$ cat src/rtl/d_reg_pipe.sv
// d_reg_pipe: WIDTH-bit, DEPTH-stage stallable register pipeline.
// Each stage carries a data word and a valid bit. The pipeline supports a
// clock enable (stall), a synchronous flush of valid bits, and a registered
// occupancy count equal to the number of valid stages.
module d_reg_pipe #(
    parameter int               WIDTH     = 8,
    parameter int               DEPTH     = 4,
    parameter logic [WIDTH-1:0] RESET_VAL = '0
) (
    input  logic                       clk,
    input  logic                       reset,
    input  logic                       en,
    input  logic                       flush,
    input  logic [WIDTH-1:0]           d,
    input  logic                       d_valid,
    output logic [WIDTH-1:0]           q,
    output logic                       q_valid,
    output logic [$clog2(DEPTH+1)-1:0] count
);

    localparam int CW = $clog2(DEPTH + 1);

    // Stage 0 is the input end, stage DEPTH-1 drives q.
    logic [WIDTH-1:0] data_r [DEPTH];
    logic [DEPTH-1:0] valid_r;
    logic [CW-1:0]    count_r;
    logic [CW-1:0]    count_next;

    // Occupancy after a shift: one word may enter and one may leave per edge,
    // so the result always stays within 0..DEPTH.
    always_comb begin
        count_next = count_r;
        count_next = count_r + CW'(d_valid) - CW'(valid_r[DEPTH-1]);
    end

    // Data stages: reset loads RESET_VAL; flush leaves data untouched so only
    // the valid bits decide what is meaningful; en shifts one stage forward.
    always_ff @(posedge clk) begin
        if (reset) begin
            for (int i = 0; i < DEPTH; i++) begin
                data_r[i] <= RESET_VAL;
            end
        end else if (!flush && en) begin
            data_r[0] <= d;
            for (int i = 1; i < DEPTH; i++) begin
                data_r[i] <= data_r[i-1];
            end
        end
    end

    // Valid bits and occupancy count move together so count always matches
    // the popcount of valid_r; reset and flush both empty the pipeline.
    always_ff @(posedge clk) begin
        if (reset) begin
            valid_r <= '0;
            count_r <= '0;
        end else if (flush) begin
            valid_r <= '0;
            count_r <= '0;
        end else if (en) begin
            valid_r[0] <= d_valid;
            for (int i = 1; i < DEPTH; i++) begin
                valid_r[i] <= valid_r[i-1];
            end
            count_r <= count_next;
        end
    end

    assign q       = data_r[DEPTH-1];
    assign q_valid = valid_r[DEPTH-1];
    assign count   = count_r;

endmodule

$ cat config.mk
export PLATFORM = sky130hd
export DESIGN_NAME = d_reg_pipe
export DESIGN_NICKNAME = d
export VERILOG_FILES = /design/src/rtl/d_reg_pipe.sv
export SDC_FILE = /design/constraint.sdc
export NUM_CORES = 1
export LEC_CHECK = 0
export CORE_MARGIN = 5
export CORE_UTILIZATION = 47
export CTS_CLUSTER_SIZE = 8
export DETAILED_ROUTE_END_ITERATION = 6
export HOLD_SLACK_MARGIN = 0.06
export PLACE_DENSITY = 0.74
export SYNTH_ARGS = -nofsm -noshare
export SYNTH_HDL_FRONTEND = slang
export SYNTH_SLANG_ARGS = --single-unit
export TNS_END_PERCENT = 20
$ cat constraint.sdc
create_clock -name clk -period 2 [get_ports clk]
set_input_delay 0.6 -clock clk [delete_from_list [all_inputs] [get_ports clk]]
set_output_delay 0.6 -clock clk [all_outputs]
set_load 0.01 [all_outputs]
# After elaboration in Yosys (flattened, before gate mapping)
# Memories as Yosys holds them, arrays and structs flattened.
# Index checks and enable logic that the tools add are counted.
[op_classes]
add_sub_neg = 2
mux = 9
n_bitwise = 4
n_reduce_logical = 3
[op_table]
columns = ["op", "count"]
rows = [
  ["$mux W8", 4],
  ["$mux W1", 5],
  ["$or A1 B1 Y1", 4],
  ["$add A3 B1 Y3", 1],
  ["$sub A3 B1 Y3", 1],
  ["$reduce_or A2 Y1", 1],
  ["$logic_and A1 B1 Y1", 1],
  ["$logic_not A1 Y1", 1],
]
[totals]
ff_bits = 7
ramBits = 32
in_bits = 13
out_inout_bits = 12
wordCells = 21
n_memories = 1
[memory_table]
columns = ["memory", "words", "word_bits", "rd", "rd_ports_with_merged_regs", "wr", "line", "rtl"]
rows = [
  ["data_r", 4, 8, 4, 0, 4, "24", "logic [WIDTH-1:0] data_r [DEPTH];"],
]

# Depth between registers and ports, before layout
[depth]
ltp_word = 6
mapped_depth = 9
depth_no_buf = 9

# Worst setup path after synthesis
# OpenSTA, ideal clock, no wires.
[synth_timing]
path_type = "input port to flip-flop"
startpoint = "input port en"
endpoint = "memory data_r[0][0], enable pin"
setup_ps = 394
t_arrival_ps = 1580
required_ps = 1606
setup_slack_ps = 26
path_stages = 3
n_path_buf = 1
cell_sequence = "buf_6 > nand2b_2 > nand2b_1"
[synth_rtl]
columns = ["item", "line", "rtl"]
rows = [
  ["from (decl)", "12", "input logic en,"],
  ["to (decl)", "24", ""],
]

# Worst setup path in the final report
[layout_timing]
startpoint = "input port d_valid"
endpoint = "register count_r[2], in the netlist count[2]"
[layout_between]
elab_chain_cells = 2
[layout_rtl]
columns = ["item", "line", "rtl"]
rows = [
  ["from (decl)", "15", "input logic d_valid,"],
  ["$add A3 B1 Y3", "33", "count_next = count_r + CW'(d_valid) - CW'(valid_r[DEPTH-1]);"],
  ["$sub A3 B1 Y3", "33", ""],
  ["to (signal assigned)", "65", "count_r <= count_next;"],
  ["to (decl)", "26", "logic [CW-1:0] count_r;"],
]
# Every way passes these cells.
# A chain may end at the register's enable or synchronous reset.

==> flow_summary.yaml <==
worst_setup_path:
  required_ps: 2270
  ff2ff_path_depth: 9
  arrival_ps: 2220
  path_max_fanout: 2
  startpoint: "d_valid"
  worst_setup_path_end_kind: "register"
  crit_end: "count[2]"
  critPathKind: "in -> reg"
  regToRegSetupSlack_ps: 100
  startpoint_type: "primary input"
  r2r-end: "count[2]"
  r2r_start: "count[0]"
global_routing:
  antenna_found_initial: 0
  grtUsageTotal: 0.0963
  grt_pass1_wl_microns: 3170
  grt_max_degree: 33
  grt_pass1_vias: 778
  globalRouteOverflowTotal: 0
synth:
  synth_cell_types: 19
  ys_ff_latch: 39
  syn_area_sq_um: 1610
  syn_nets: 127
  syn_area_per_cell_sq_um: 14.5
  synth-seq-area-share: 0.686
  syn_inst: 111
  ys_warn_count: 0
sta:
  relSlewSlack: 0.687
  min_period_ps: 1950
  hold_viol_final: 0
  rsz0062_at_grt: "no"
  finalCritPeriodShare: 0.975
  clock_skew_ps: 5.62
  tightestPinTransition_ps: 469
  slew_violations: 0
  fmax_ghz: 0.513
  setup_viol: 0
  hold_slack_ps: 510
placed_design:
  routabilityCongestion: 0.692
  port-buffer-count: 24
  detailedPlacementHpwl_microns: 1310
clocking:
  clk_pin_slew_ps: 100
  post-cts-setup-buffers: 0
  cts_inserted_buffers: 5
  cts_num_sinks: 39
  htreeDepth: 2
  cts_tree: "yes"
  insertion_delay_ps: 330
  cts-root-buf: "clkbuf_4"
  clockBufferDepth: 2
routing:
  vias_per_cell: 4.51
  drt_wl_total_microns: 1890
  vias: 803
  wl_per_cell_microns: 10.6
  drt_iter0_drc: 23
  drc: 0
  ant_nets: 0
  firstDrtPassIters: 4
power_and_ir_drop:
  powerDensity_nw_per_um2: 738
  p_leak_nw: 0.717
  power_mw: 1.40
  ir_worst_vdd_mv: 0.410
floorplan:
  die_area_sq_um: 4680
  coreArea_sq_um: 3310
  rows: 21
  num_io_pins: 25
  start_util: 0.485
  die_width_microns: 68.4
  die_y_microns: 68.4
outcome:
  status: "complete, no violations"
finish:
  num_antenna_cells: 0
  nNetsFinal: 147
  syn_to_final_growth_pct: 17.8
  drive_above_1_share: 0.0985
run:
  drv_cap: 0
min_path:
  hold_path.class: "reg -> reg"
==> final cells by class <==
class                   instances  area (sq um)
fillers                       296          1420
flip-flops and latches         39          1100
clock inverters                 2          7.51
inverters                       4          15.0
well taps                      46          57.6
repair buffers                 26           268
clock buffers                   6          41.3
multi-input cells              55           399
==> cell families after synthesis <==
kind of cell,share of synthesized area
flops,0.686
xor+xnor,0.00546
simple gates,0.161
fa+ha+maj,0.0281
buf+inv,0.0701
compound gates,0.0179
mux,0.0312
==> flip-flops by register name, indices dropped and copies added (netlist names) <==
signal   count
valid_r      4
count        3
data_r      32
==> routing by layer <==
layer | vias up | track usage | routed length [microns]
met3 | 4 | 0.0558 | 133
li1 | 403 | - | -
met1 | 371 | 0.0847 | 742
met2 | 25 | 0.173 | 993
met4 | 0 | 0.0447 | 21
met5 | - | 0 | 0
==> synthesized netlist by cell type <==
library cell	count	share of area
a211oi_2	1	0.0078
mux2i_1	5	0.031
and2_1	32	0.12
dfxtp_1	7	0.087
nor2_1	7	0.016
fa_1	1	0.012
inv_1	4	0.0094
a211oi_1	1	0.0047
nor2_4	1	0.0070
ha_1	2	0.016
edfxtp_1	32	0.60
xor2_1	1	0.0055
nand2b_1	1	0.0039
or2_1	1	0.0039
buf_4	8	0.037
nand2b_2	1	0.0055
a31o_1	1	0.0055
clkbuf_2	3	0.0094
buf_6	2	0.014
==> critical path, stage by stage <==
cell and delay, ps:
clkdlybuf4s50_1 490, ha_1 160, inv_1 50, fa_1 400
xor2_2 170, a211oi_2 220, a31o_1 130
==> cell usage in the layout (no fill, tap or decap) <==
cell and count:
buf_4 1, mux2i_1 5, a211oi_2 1, a31o_1 1
clkbuf_1 1, clkinv_1 2, ha_1 2, edfxtp_1 32
nand2b_2 1, or2_1 1, clkbuf_4 5, nor2_1 7
xor2_2 1, dfxtp_2 2, and2_1 32, nand2b_1 1
a211oi_1 1, dfxtp_1 5, buf_12 1, nor2_4 1
inv_1 4, clkdlybuf4s50_1 24, fa_1 1
==> worst min path at each step <==
stage | endpoint | slack [ps] | cells past startpoint | startpoint
2_1_floorplan | valid_r[0] | 460 | 2 | valid_r[0]
3_3_place_gp | valid_r[3] | 470 | 2 | valid_r[2]
3_5_place_dp | valid_r[0] | 490 | 2 | valid_r[0]
4_1_cts | valid_r[2] | 520 | 2 | valid_r[1]
5_1_grt | count[0] | 540 | 2 | count[0]
6_report | valid_r[0] | 510 | 2 | valid_r[0]
==> power breakdown <==
| part | internal (mW) | switching [mW] | total, mW | leakage (nW) |
|---|---|---|---|---|
| logic | 0.0618 | 0.0490 | 0.111 | 0.293 |
| registers | 0.924 | 0.0101 | 0.934 | 0.396 |
| clock network | 0.130 | 0.222 | 0.352 | 0.0273 |
==> metrics by stage <==
stage / worst slack, ps / cell area [sq um] / cells / utilization / TNS (ps)
finish: 50.6 / 1890 / 178 / 0.571 / 0
floorplan: 25.8 / 1610 / 111 / - / 0
detailed placement: -329 / 1830 / 170 / 0.554 / -384
global placement: -220 / 1830 / 170 / 0.554 / -220
CTS: 36.6 / 1880 / 178 / 0.568 / 0
global route: 26.1 / 1890 / 178 / 0.571 / 0
==> what timing repair did <==
action / 4_1_cts / 5_1_grt
hold endpoints to repair: 0 / 0
resized for setup: 0 / 3
hold buffers: 0 / 0
endpoints found under the setup margin: 0 / 2
No activity file was read; power rests on OpenSTA's default activity.
